[config.mk]
export PLATFORM = sky130hd
export DESIGN_NAME = edge_writeback
export DESIGN_NICKNAME = d
export VERILOG_FILES = /design/src/rtl/edge_pkg.sv /design/src/rtl/edge_writeback_wb_fifo.sv /design/src/rtl/edge_writeback.sv
export SDC_FILE = /design/constraint.sdc
export NUM_CORES = 1
export LEC_CHECK = 0
export CAP_MARGIN = 20
export CORE_UTILIZATION = 41
export DETAILED_ROUTE_END_ITERATION = 7
export SLEW_MARGIN = 5
export SYNTH_ARGS = -nofsm -noshare
export SYNTH_HDL_FRONTEND = slang
export SYNTH_SLANG_ARGS = --single-unit
export TNS_END_PERCENT = 5
[constraint.sdc]
create_clock -name clk -period 5.7 [get_ports clk]
set_input_delay 1.14 -clock clk [delete_from_list [all_inputs] [get_ports clk]]
set_output_delay 1.14 -clock clk [all_outputs]
set_load 0.05 [all_outputs]
[src/rtl/edge_pkg.sv]
// -----------------------------------------------------------------------------
// edge_pkg
// Shared definitions for the Sobel edge-detection writeback path:
//   - default frame geometry
//   - writeback FSM state encoding
//   - write-buffer entry layout (byte address + 8-bit pixel)
// -----------------------------------------------------------------------------
package edge_pkg;

  localparam int DEF_ROW_NUM = 480;
  localparam int DEF_COL_NUM = 640;

  typedef enum logic [1:0] {
    IDLE   = 2'd0,
    ACTIVE = 2'd1,
    FLUSH  = 2'd2,
    DONE   = 2'd3
  } wb_state_t;

  typedef struct packed {
    logic [31:0] addr;
    logic [7:0]  data;
  } wb_entry_t;

endpackage

[src/rtl/edge_writeback_wb_fifo.sv]
// -----------------------------------------------------------------------------
// wb_fifo
// Synchronous FIFO of wb_entry_t used as the Avalon write buffer.
// Ports:
//   clk, rst      clock, synchronous active-low reset (pointers/count only)
//   push, din     write request and entry; ignored when full unless a pop
//                 happens in the same cycle
//   pop, dout     read request and head entry (dout is the current head)
//   full, empty   occupancy flags
//   count         number of valid entries, 0..FIFO_DEPTH
// FIFO_DEPTH must be a power of two so the pointers wrap naturally.
// -----------------------------------------------------------------------------
module wb_fifo
  import edge_pkg::*;
#(
  parameter int FIFO_DEPTH = 8
) (
  input  logic                          clk,
  input  logic                          rst,
  input  logic                          push,
  input  wb_entry_t                     din,
  input  logic                          pop,
  output wb_entry_t                     dout,
  output logic                          full,
  output logic                          empty,
  output logic [$clog2(FIFO_DEPTH):0]   count
);

  localparam int AW = $clog2(FIFO_DEPTH);

  wb_entry_t     mem [FIFO_DEPTH];
  logic [AW-1:0] wr_ptr;
  logic [AW-1:0] rd_ptr;
  logic          do_push;
  logic          do_pop;

  assign empty   = (count == '0);
  assign full    = (count == (AW+1)'(FIFO_DEPTH));
  assign do_pop  = pop && !empty;
  // A pop in the same cycle frees the slot, so a push into a full FIFO is legal then.
  assign do_push = push && (!full || do_pop);

  always_ff @(posedge clk) begin
    if (!rst) begin
      wr_ptr <= '0;
      rd_ptr <= '0;
      count  <= '0;
    end else begin
      if (do_push) wr_ptr <= wr_ptr + 1'b1;
      if (do_pop)  rd_ptr <= rd_ptr + 1'b1;
      case ({do_push, do_pop})
        2'b10:   count <= count + 1'b1;
        2'b01:   count <= count - 1'b1;
        default: ;
      endcase
    end
  end

  always_ff @(posedge clk) begin
    if (do_push) mem[wr_ptr] <= din;
  end

  assign dout = mem[rd_ptr];

endmodule

[src/rtl/edge_writeback.sv]
// -----------------------------------------------------------------------------
// edge_writeback
// Final stage of the Sobel edge core. Converts each 11-bit gradient pixel to
// 8 bits (saturate or binary threshold), buffers it, and writes it to the
// output frame buffer through an Avalon-MM write master.
// Ports:
//   clk, rst          clock, synchronous active-low reset
//   en                arm for one frame (sampled in IDLE)
//   binary_mode       1 = threshold output, 0 = saturate (latched at frame start)
//   threshold         binary threshold (latched at frame start)
//   in_valid/in_pixel/in_x/in_y   gradient stream from the edge core
//   stall             waitrequest back to the edge core
//   avm_address/avm_write/avm_writedata/avm_waitrequest   Avalon-MM write master
//   busy              any state except IDLE
//   frame_done        one-cycle pulse once the last pixel write has been accepted
//   overflow          sticky, an entry was dropped on a full buffer
// -----------------------------------------------------------------------------
module edge_writeback
  import edge_pkg::*;
#(
  parameter int          ROW_NUM    = DEF_ROW_NUM,
  parameter int          COL_NUM    = DEF_COL_NUM,
  parameter int          FIFO_DEPTH = 8,
  parameter logic [31:0] BASE_ADDR  = 32'h0000_0000
) (
  input  logic        clk,
  input  logic        rst,
  input  logic        en,
  input  logic        binary_mode,
  input  logic [10:0] threshold,
  input  logic        in_valid,
  input  logic [10:0] in_pixel,
  input  logic [10:0] in_x,
  input  logic [10:0] in_y,
  output logic        stall,
  output logic [31:0] avm_address,
  output logic        avm_write,
  output logic [7:0]  avm_writedata,
  input  logic        avm_waitrequest,
  output logic        busy,
  output logic        frame_done,
  output logic        overflow
);

  localparam int          DATA_W    = 11;
  localparam int          CW        = $clog2(FIFO_DEPTH) + 1;
  localparam logic [19:0] FRAME_PIX = 20'(ROW_NUM * COL_NUM);

  function automatic logic [7:0] sat8(input logic [DATA_W-1:0] v);
    return (v > DATA_W'(255)) ? 8'hFF : v[7:0];
  endfunction

  function automatic logic [7:0] thresh8(input logic [DATA_W-1:0] v,
                                         input logic [DATA_W-1:0] t);
    return (v >= t) ? 8'hFF : 8'h00;
  endfunction

  wb_state_t         state;
  wb_state_t         state_nx;
  logic              start;
  logic              mode_q;
  logic [DATA_W-1:0] thr_q;
  logic              take_p0;
  logic              last_p0;
  logic [31:0]       addr_p0;
  logic [7:0]        data_p0;
  logic              vld_p1;
  wb_entry_t         ent_p1;
  wb_entry_t         head;
  logic              fifo_full;
  logic              fifo_empty;
  logic [CW-1:0]     fifo_count;
  logic              pop;
  logic [19:0]       pix_cnt;

  assign start = (state == IDLE) && en;

  always_ff @(posedge clk) begin
    if (!rst) begin
      mode_q <= 1'b0;
    end else if (start) begin
      mode_q <= binary_mode;
    end
  end

  always_ff @(posedge clk) begin
    if (start) thr_q <= threshold;
  end

  // ---- p0: input qualification, conversion and address generation ----
  assign take_p0 = (state == ACTIVE) && in_valid &&
                   (in_x < 11'(COL_NUM)) && (in_y < 11'(ROW_NUM));
  assign last_p0 = take_p0 && (in_x == 11'(COL_NUM - 1)) && (in_y == 11'(ROW_NUM - 1));
  assign addr_p0 = BASE_ADDR + 32'(in_y) * 32'(COL_NUM) + 32'(in_x);
  assign data_p0 = mode_q ? thresh8(in_pixel, thr_q) : sat8(in_pixel);

  // ---- p1: stage register, pushes into the write buffer next cycle ----
  always_ff @(posedge clk) begin
    if (!rst) vld_p1 <= 1'b0;
    else      vld_p1 <= take_p0;
  end

  always_ff @(posedge clk) begin
    if (take_p0) begin
      ent_p1.addr <= addr_p0;
      ent_p1.data <= data_p0;
    end
  end

  // ---- p2: write buffer and Avalon master ----
  wb_fifo #(
    .FIFO_DEPTH (FIFO_DEPTH)
  ) u_fifo (
    .clk   (clk),
    .rst   (rst),
    .push  (vld_p1),
    .din   (ent_p1),
    .pop   (pop),
    .dout  (head),
    .full  (fifo_full),
    .empty (fifo_empty),
    .count (fifo_count)
  );

  assign pop           = avm_write && !avm_waitrequest;
  assign avm_write     = !fifo_empty;
  // Buffer storage is not reset; gate the head so the bus reads zero when idle.
  assign avm_address   = fifo_empty ? 32'd0 : head.addr;
  assign avm_writedata = fifo_empty ? 8'd0  : head.data;
  // Two spare slots absorb the stage register and one cycle of upstream reaction.
  assign stall         = (fifo_count >= CW'(FIFO_DEPTH - 2));

  always_ff @(posedge clk) begin
    if (!rst) begin
      overflow <= 1'b0;
    end else if (start) begin
      overflow <= 1'b0;
    end else if (vld_p1 && fifo_full && !pop) begin
      overflow <= 1'b1;
    end
  end

  always_ff @(posedge clk) begin
    if (!rst) begin
      pix_cnt <= '0;
    end else if (start) begin
      pix_cnt <= '0;
    end else if (pop) begin
      pix_cnt <= pix_cnt + 1'b1;
    end
  end

`ifndef SYNTHESIS
  always_ff @(posedge clk) begin
    if (rst && (state == DONE)) begin
      assert (pix_cnt == FRAME_PIX);
    end
  end
`endif

  always_ff @(posedge clk) begin
    if (!rst) state <= IDLE;
    else      state <= state_nx;
  end

  always_comb begin
    state_nx   = state;
    busy       = 1'b1;
    frame_done = 1'b0;
    case (state)
      IDLE: begin
        busy = 1'b0;
        if (en) state_nx = ACTIVE;
      end
      ACTIVE: begin
        if (last_p0) state_nx = FLUSH;
      end
      FLUSH: begin
        if (fifo_empty && !vld_p1) state_nx = DONE;
      end
      DONE: begin
        frame_done = 1'b1;
        state_nx   = IDLE;
      end
      default: state_nx = IDLE;
    endcase
  end

endmodule

==> run_results.csv, run 1 <==
group,metric,value,unit
status,status,"complete, no violations",
setup_path,r2r-start,"u_fifo.count[0]",
clocking,htreeDepth,1,
floorplan,die-area,31500,µm²
min_path,holdCritPathClass,"reg -> reg",
placed_design,io_buffers,84,
final_layout,antenna_cells,0,
clocking,insertion_delay,0.54,ns
detailed_routing,ant_nets,0,
min_path,min_from,"state[1]",
final_layout,stdcell_area,14840,µm²
run,drv_cap,0,
timing,min_period_over_period,78.96,%
clocking,cts_tree,"yes",
global_route,grt_max_degree,61,
yosys,async_flop_share,0,%
clocking,holdBufCountCts,0,
floorplan,start_util,42.15,%
global_route,grt_pass1_wl,39000,µm
yosys,synth_xor_area_share,1.655,%
final_layout,area_growth,17.53,%
final_layout,drive_gt1_share,15.65,%
timing,hold_viol_final,0,
yosys,synth_most_common_cell,"edfxtp_1",
yosys,yosysWarnings,0,
floorplan,rows,63,
yosys,synth-simple-area-share,5.252,%
timing,fin_skew,0.01910,ns
timing,relSlewSlack,35.81,%
placed_design,dp_cells,1176,
yosys,avgSynthCellArea,17.73,µm²
detailed_routing,via_per_inst,5.258,
yosys,synth_area,12630,µm²
clocking,cts_made_buffers,29,
detailed_routing,routedWlPerCell,20.30,µm
yosys,synth.area.top_cells,"edfxtp_1, mux4_2, ha_1",
setup_path,arrival,3.36,ns
detailed_routing,drc,0,
yosys,synth_top_family_by_area,"multiplexers",
setup_path,worstReg2RegEnd,"u_fifo.count[3]",
setup_path,path_cells,"buf_4 > mux4_2 > mux2i_1 > nor2_1 > clkdlybuf4s50_1",
yosys,synth-seq-cells,299,
final_layout,fin_nets,913,
setup_path,cp-end-kind,"output port",
yosys,synthTopCellsByCount,"edfxtp_1, mux4_2, nor2_1",
min_path,hold_path_depth,2,
setup_path,slowest_delay,0.82,ns
clocking,clk_path_buf_depth,3,
floorplan,io_pins,95,
yosys,syn_inst,712,
setup_path,critical_path_class,"reg -> out",
timing,whs,0.5080,ns
floorplan,die_h,177.5,µm
global_route,grt_usage,16.57,%
timing,finalMaxSlewViolations,0,
detailed_routing,drt_iter0_drc,463,
setup_path,r2r_cells,10,
global_route,grt.overflow.total,0,
detailed_routing,firstDrtPassIters,4,
placed_design,gp_congestion,0.7805,
clocking,post_cts_buffers,0,
yosys,synth.largest_area_cell,"edfxtp_1",
timing,min_period,4.501,ns
floorplan,fp.dieW,177.5,µm
setup_path,critPathLaunchType,"flop",
yosys,synthMuxAreaShare,13.16,%
global_route,antenna_found_initial,0,
yosys,netlist.area_leader.share,66.83,%
power_and_ir_drop,power.total,4.644,mW
placed_design,dpl-instance-area,13970,µm²
setup_path,required,4.56,ns
yosys,ys.flop_type,"edfxtp_1",
yosys,synth_edf_count,281,
clocking,cts-root-buf,"clkbuf_16",
detailed_routing,wirelength,24900,µm
setup_path,slowest_stage,"dfxtp_4",
global_route,grt_pass1_vias,6875,
power_and_ir_drop,peakVddDrop,0.2549,mV
timing,tightest_slew,0.9628,ns
clocking,ctsResizeCount,0,
yosys,synth_compound_area_share,3.310,%
detailed_routing,vias,6451,
setup_path,path_max_fanout,34,
setup_path,reg2reg_slack,2.85,ns
placed_design,detailed_place_hpwl,15100,µm
final_layout,final_cell_count_no_fill,1227,
timing,setup_viol,0,
timing,clock.fmax,222.2,MHz
power_and_ir_drop,powerDensity,313.0,nW/µm²
clocking,clock-sinks,299,
clocking,path_clk_slew,0.06,ns
power_and_ir_drop,p_leak,4.829,nW
yosys,ys_types,54,
timing,rsz0062_at_grt,"false",
timing,tns,0,ns
yosys,synth-seq-area-share,69.69,%
yosys,synth_fa_ha_area_share,4.737,%
floorplan,core,29950,µm²
min_path,hold_path_end,"state[1]",
## worst max-delay path by stage
stage,start,end,slack [ns],cells past startpoint
4_1_cts,flop,avm_address[19],1.08,5
5_1_grt,flop,avm_address[19],0.86,5
3_5_place_dp,in_y[1],ent_p1[26],1.51,10
2_1_floorplan,avm_waitrequest,u_fifo.mem[0][0],1.48,4
3_3_place_gp,in_y[1],ent_p1[25],1.60,10
6_report,flop,avm_address[19],1.20,5
## metal layers
metal | part of all wire [%] | track usage, % | up-vias
met1 | 43 | 21.44 | 3327
met3 | 3.4 | 2.271 | 30
met5 | 0 | 0 | -
met2 | 52 | 29.61 | 127
met4 | 1.5 | 3.561 | 0
li1 | - | - | 2967
## layout make-up
class	count	area, µm²
Clock inverter	12	106.4
Multi-Input combinational cell	362	3627
Inverter	27	101.3
Clock buffer	39	763.2
Timing Repair Buffer	98	945.9
Sequential cell	299	8807
Tap cell	390	488.0
Fill cell	2488	15110
## critical path: cells and delay by family, from the launching register on
family | cells | cell delay (ns)
buffers and inverters | 2 | 1.15
DFF | 1 | 0.82
muxes | 2 | 0.76
and+or+nand+nor | 1 | 0.07
## sequential cells by signal (all words and copies together) (netlist names), 2 cells and up, named ones only
name and cells:
u_fifo.count 4, u_fifo.wr_ptr 3, thr_q 11, u_fifo.mem 240, ent_p1 30, u_fifo.rd_ptr 3
state 2
## kinds of logic (layout without fill, tap and decap cells)
family,Yosys count,after routing
other,1,11
XOR/XNOR,23,23
multiplexers,91,91
flip-flops,299,299
buffers and inverters,61,176
adder cells (fa/ha/maj),46,46
AO/OA/AOI/OAI,60,60
AND/OR/NAND/NOR,131,131
## through the flow
step                worst slack [ns]  utilization (%)
floorplan                      1.480                -
global placement               1.599            46.64
detailed placement             1.512            46.64
CTS                            1.079            49.54
global route                  0.8645            49.54
finish                         1.199            49.54
## where the power goes
group | total (mW) | switching (mW) | internal [mW]
logic | 0.427 | 0.254 | 0.173
clock network | 1.76 | 0.744 | 1.02
registers | 2.45 | 0.0233 | 2.43
## layout by cell type (no fill, tap or decap), types with 5 or more instances in the layout
master / n
a21boi_0: 5
a21o_1: 7
a21oi_1: 11
and2_1: 8
buf_4: 14
clkbuf_1: 10
clkbuf_16: 29
clkdlybuf4s50_1: 84
clkinv_1: 6
conb_1: 11
dfxtp_1: 15
edfxtp_1: 281
ha_1: 43
inv_1: 27
mux2i_1: 31
mux4_2: 60
nand2_1: 22
nand2b_1: 7
nand4_1: 6
nor2_1: 47
nor2_2: 7
nor2b_1: 6
o21ai_0: 20
xnor2_1: 14
xor2_1: 8
No activity file was read; power rests on OpenSTA's default activity.
==> inputs of run 2 (changes only) <==
Clock period 5.7 ns to 3.7 ns, I/O delays scaled along.
==> run_results.csv, run 2 (synthesis results as in run 1) <==
group,metric,value,unit
status,status,"complete, no violations",
clocking,insertion_delay,0.54,ns
timing,min_period_over_period,94.55,%
final_layout,antenna_cells,0,
power_and_ir_drop,peakVddDrop,0.3339,mV
detailed_routing,routedWlPerCell,20.95,µm
final_layout,reg_top3,"u_fifo.mem: 240 flops, ent_p1: 30 flops, thr_q: 11 flops",
placed_design,detailed_place_hpwl,15480,µm
floorplan,start_util,42.15,%
clocking,holdBufCountCts,0,
final_layout,fin_nets,921,
final_layout,final_common_cell,"edfxtp_1",
clocking,cts-root-buf,"clkbuf_16",
detailed_routing,wirelength,25900,µm
detailed_routing,top_layer,"met4",
min_path,min_from,"overflow",
detailed_routing,drt_iter0_drc,389,
clocking,cts_tree,"yes",
power_and_ir_drop,power_switching,1.598,mW
global_route,grt_pass1_vias,6978,
setup_path,worstReg2RegEnd,"u_fifo.count[3]",
timing,fin_skew,0.009703,ns
setup_path,cp.buffers_inverters,2,
power_and_ir_drop,clkPwrFrac,39.1,%
timing,min_period,3.498,ns
clocking,clk_path_buf_depth,3,
timing,relSlewSlack,48.83,%
final_layout,drive_gt1_share,16.67,%
detailed_routing,wl_met2,13400,µm
final_layout,largest_reg_flops,240,
final_layout,fillers,2462,
setup_path,path_max_fanout,20,
placed_design,io_buffers,84,
run,drv_cap,0,
setup_path,crit_family,"buffers and inverters",
setup_path,critPathLaunchType,"flop",
floorplan,io_pins,95,
setup_path,cp-end-kind,"output port",
detailed_routing,vias,6502,
global_route,grt_pass1_wl,39780,µm
clocking,htreeDepth,1,
setup_path,path_cells,"buf_12 > mux4_2 > mux2i_1 > nor2_1 > clkdlybuf4s50_1",
final_layout,top_register,"u_fifo.mem",
global_route,grt_max_degree,49,
floorplan,die_h,177.5,µm
timing,tns,0,ns
min_path,hold_path_depth,2,
clocking,path_clk_slew,0.06,ns
timing,hold_viol_final,0,
global_route,grt_usage,16.91,%
timing,tightest_slew,0.7651,ns
power_and_ir_drop,powerDensity,484.1,nW/µm²
detailed_routing,via_per_inst,5.261,
power_and_ir_drop,comb_power_share,9.3,%
detailed_routing,ant_nets,0,
setup_path,slowest_delay,0.72,ns
setup_path,required,2.96,ns
min_path,hold_path_end,"overflow",
min_path,holdCritPathClass,"reg -> reg",
clocking,clock-sinks,299,
detailed_routing,drt-met1-wl,10860,µm
setup_path,slowest_stage,"clkdlybuf4s50_1",
power_and_ir_drop,internal_power,5.710,mW
detailed_routing,firstDrtPassIters,4,
setup_path,r2r_cells,11,
detailed_routing,wl_met3,1270,µm
detailed_routing,drc,0,
power_and_ir_drop,power.total,7.308,mW
final_layout,final_cell_mix,"edfxtp_1, clkdlybuf4s50_1, mux4_2, nor2_1, ha_1",
floorplan,die-area,31500,µm²
global_route,antenna_found_initial,1,
power_and_ir_drop,swShare,21.87,%
floorplan,rows,63,
setup_path,reg2reg_slack,0.93,ns
setup_path,critical_path_class,"reg -> out",
power_and_ir_drop,p_leak,4.928,nW
timing,clock.fmax,285.8,MHz
timing,rsz0062_at_grt,"false",
global_route,grt.overflow.total,0,
floorplan,fp.dieW,177.5,µm
final_layout,area_growth,19.56,%
setup_path,arrival,2.76,ns
setup_path,r2r-start,"u_fifo.count[0]",
clocking,cts_made_buffers,28,
placed_design,gp_congestion,0.7747,
floorplan,core,29950,µm²
timing,finalMaxSlewViolations,0,
timing,setup_viol,0,
power_and_ir_drop,p_seq_share,51.6,%
## run 2: cell count changes in the layout (fill, tap and decap cells not counted), sizes merged
| cell | change |
|---|---|
| bufinv | +2 |
| inv | -1 |
| clkbuf | -6 |
| buf | +9 |
| clkinv | +5 |
## run 2: layout make-up
class                      instances  area [µm²]  share of cell area [%]
inverter                          27       101.3                  0.6714
sequential                       299        8805                   58.33
clock inverter                    18       176.4                   1.169
multi-input combinational        362        3633                   24.07
clock buffer                      33       740.7                   4.907
timing repair buffer             107        1151                   7.625
tap                              390       488.0                   3.232
## run 2: power groups by stage
stage	clock network (mW)	logic [mW]	registers [mW]
finish	2.85	0.679	3.77
global route	3.03	0.749	3.78
CTS	2.92	0.687	3.77
detailed placement	0	0.679	3.85
global placement	0	0.659	3.84
floorplan	0	0.466	3.84
## run 2: how the worst max path moves through the flow
stage / start / endpoint / cells after the start
after floorplan: avm_waitrequest / u_fifo.mem[1][0] / 4
after global placement: in_y[3] / ent_p1[25] / 10
after detailed placement: in_y[3] / ent_p1[27] / 10
after CTS: flop / avm_address[16] / 5
after global routing: flop / avm_address[16] / 5
final: flop / avm_address[12] / 5
## run 2: what timing repair did
item / 4_1_cts / 5_1_grt
setup buffers: 3 / 0
gates resized for setup: 0 / 0
setup endpoints to repair: 13 / 0
endpoints found under the hold margin: 0 / 0
## run 2: metrics by stage
stage,util [%],cell area [µm²],setup WS [ns],cells,hold slack (ns)
after floorplan,-,12670,-0.1048,722,0.4519
after global placement,47.26,14160,0.07915,1182,0.4720
after detailed placement,47.26,14160,-0.03155,1182,0.4905
after CTS,50.40,15100,0.1068,1236,0.5076
after global routing,50.40,15100,0.04299,1236,0.5427
final,50.40,15100,0.2016,1236,0.4953
## run 2: routing by layer
metal | global-route usage [%] | vias up
li1 | - | 2996
met1 | 21.83 | 3335
met2 | 30.11 | 147
met3 | 2.207 | 24
met4 | 4.131 | 0
met5 | 0 | -
## run 2: worst register-to-register path, stage by stage, from the launching register on
cell and delay, ns:
dfxtp_1 0.47, nor3_1 0.10, and3_1 0.22, nor2b_1 0.28
inv_1 0.13, ha_1 0.26, ha_1 0.29, a21o_1 0.18
a21oi_1 0.17, xnor2_1 0.10, or3_1 0.31, a21boi_0 0.18
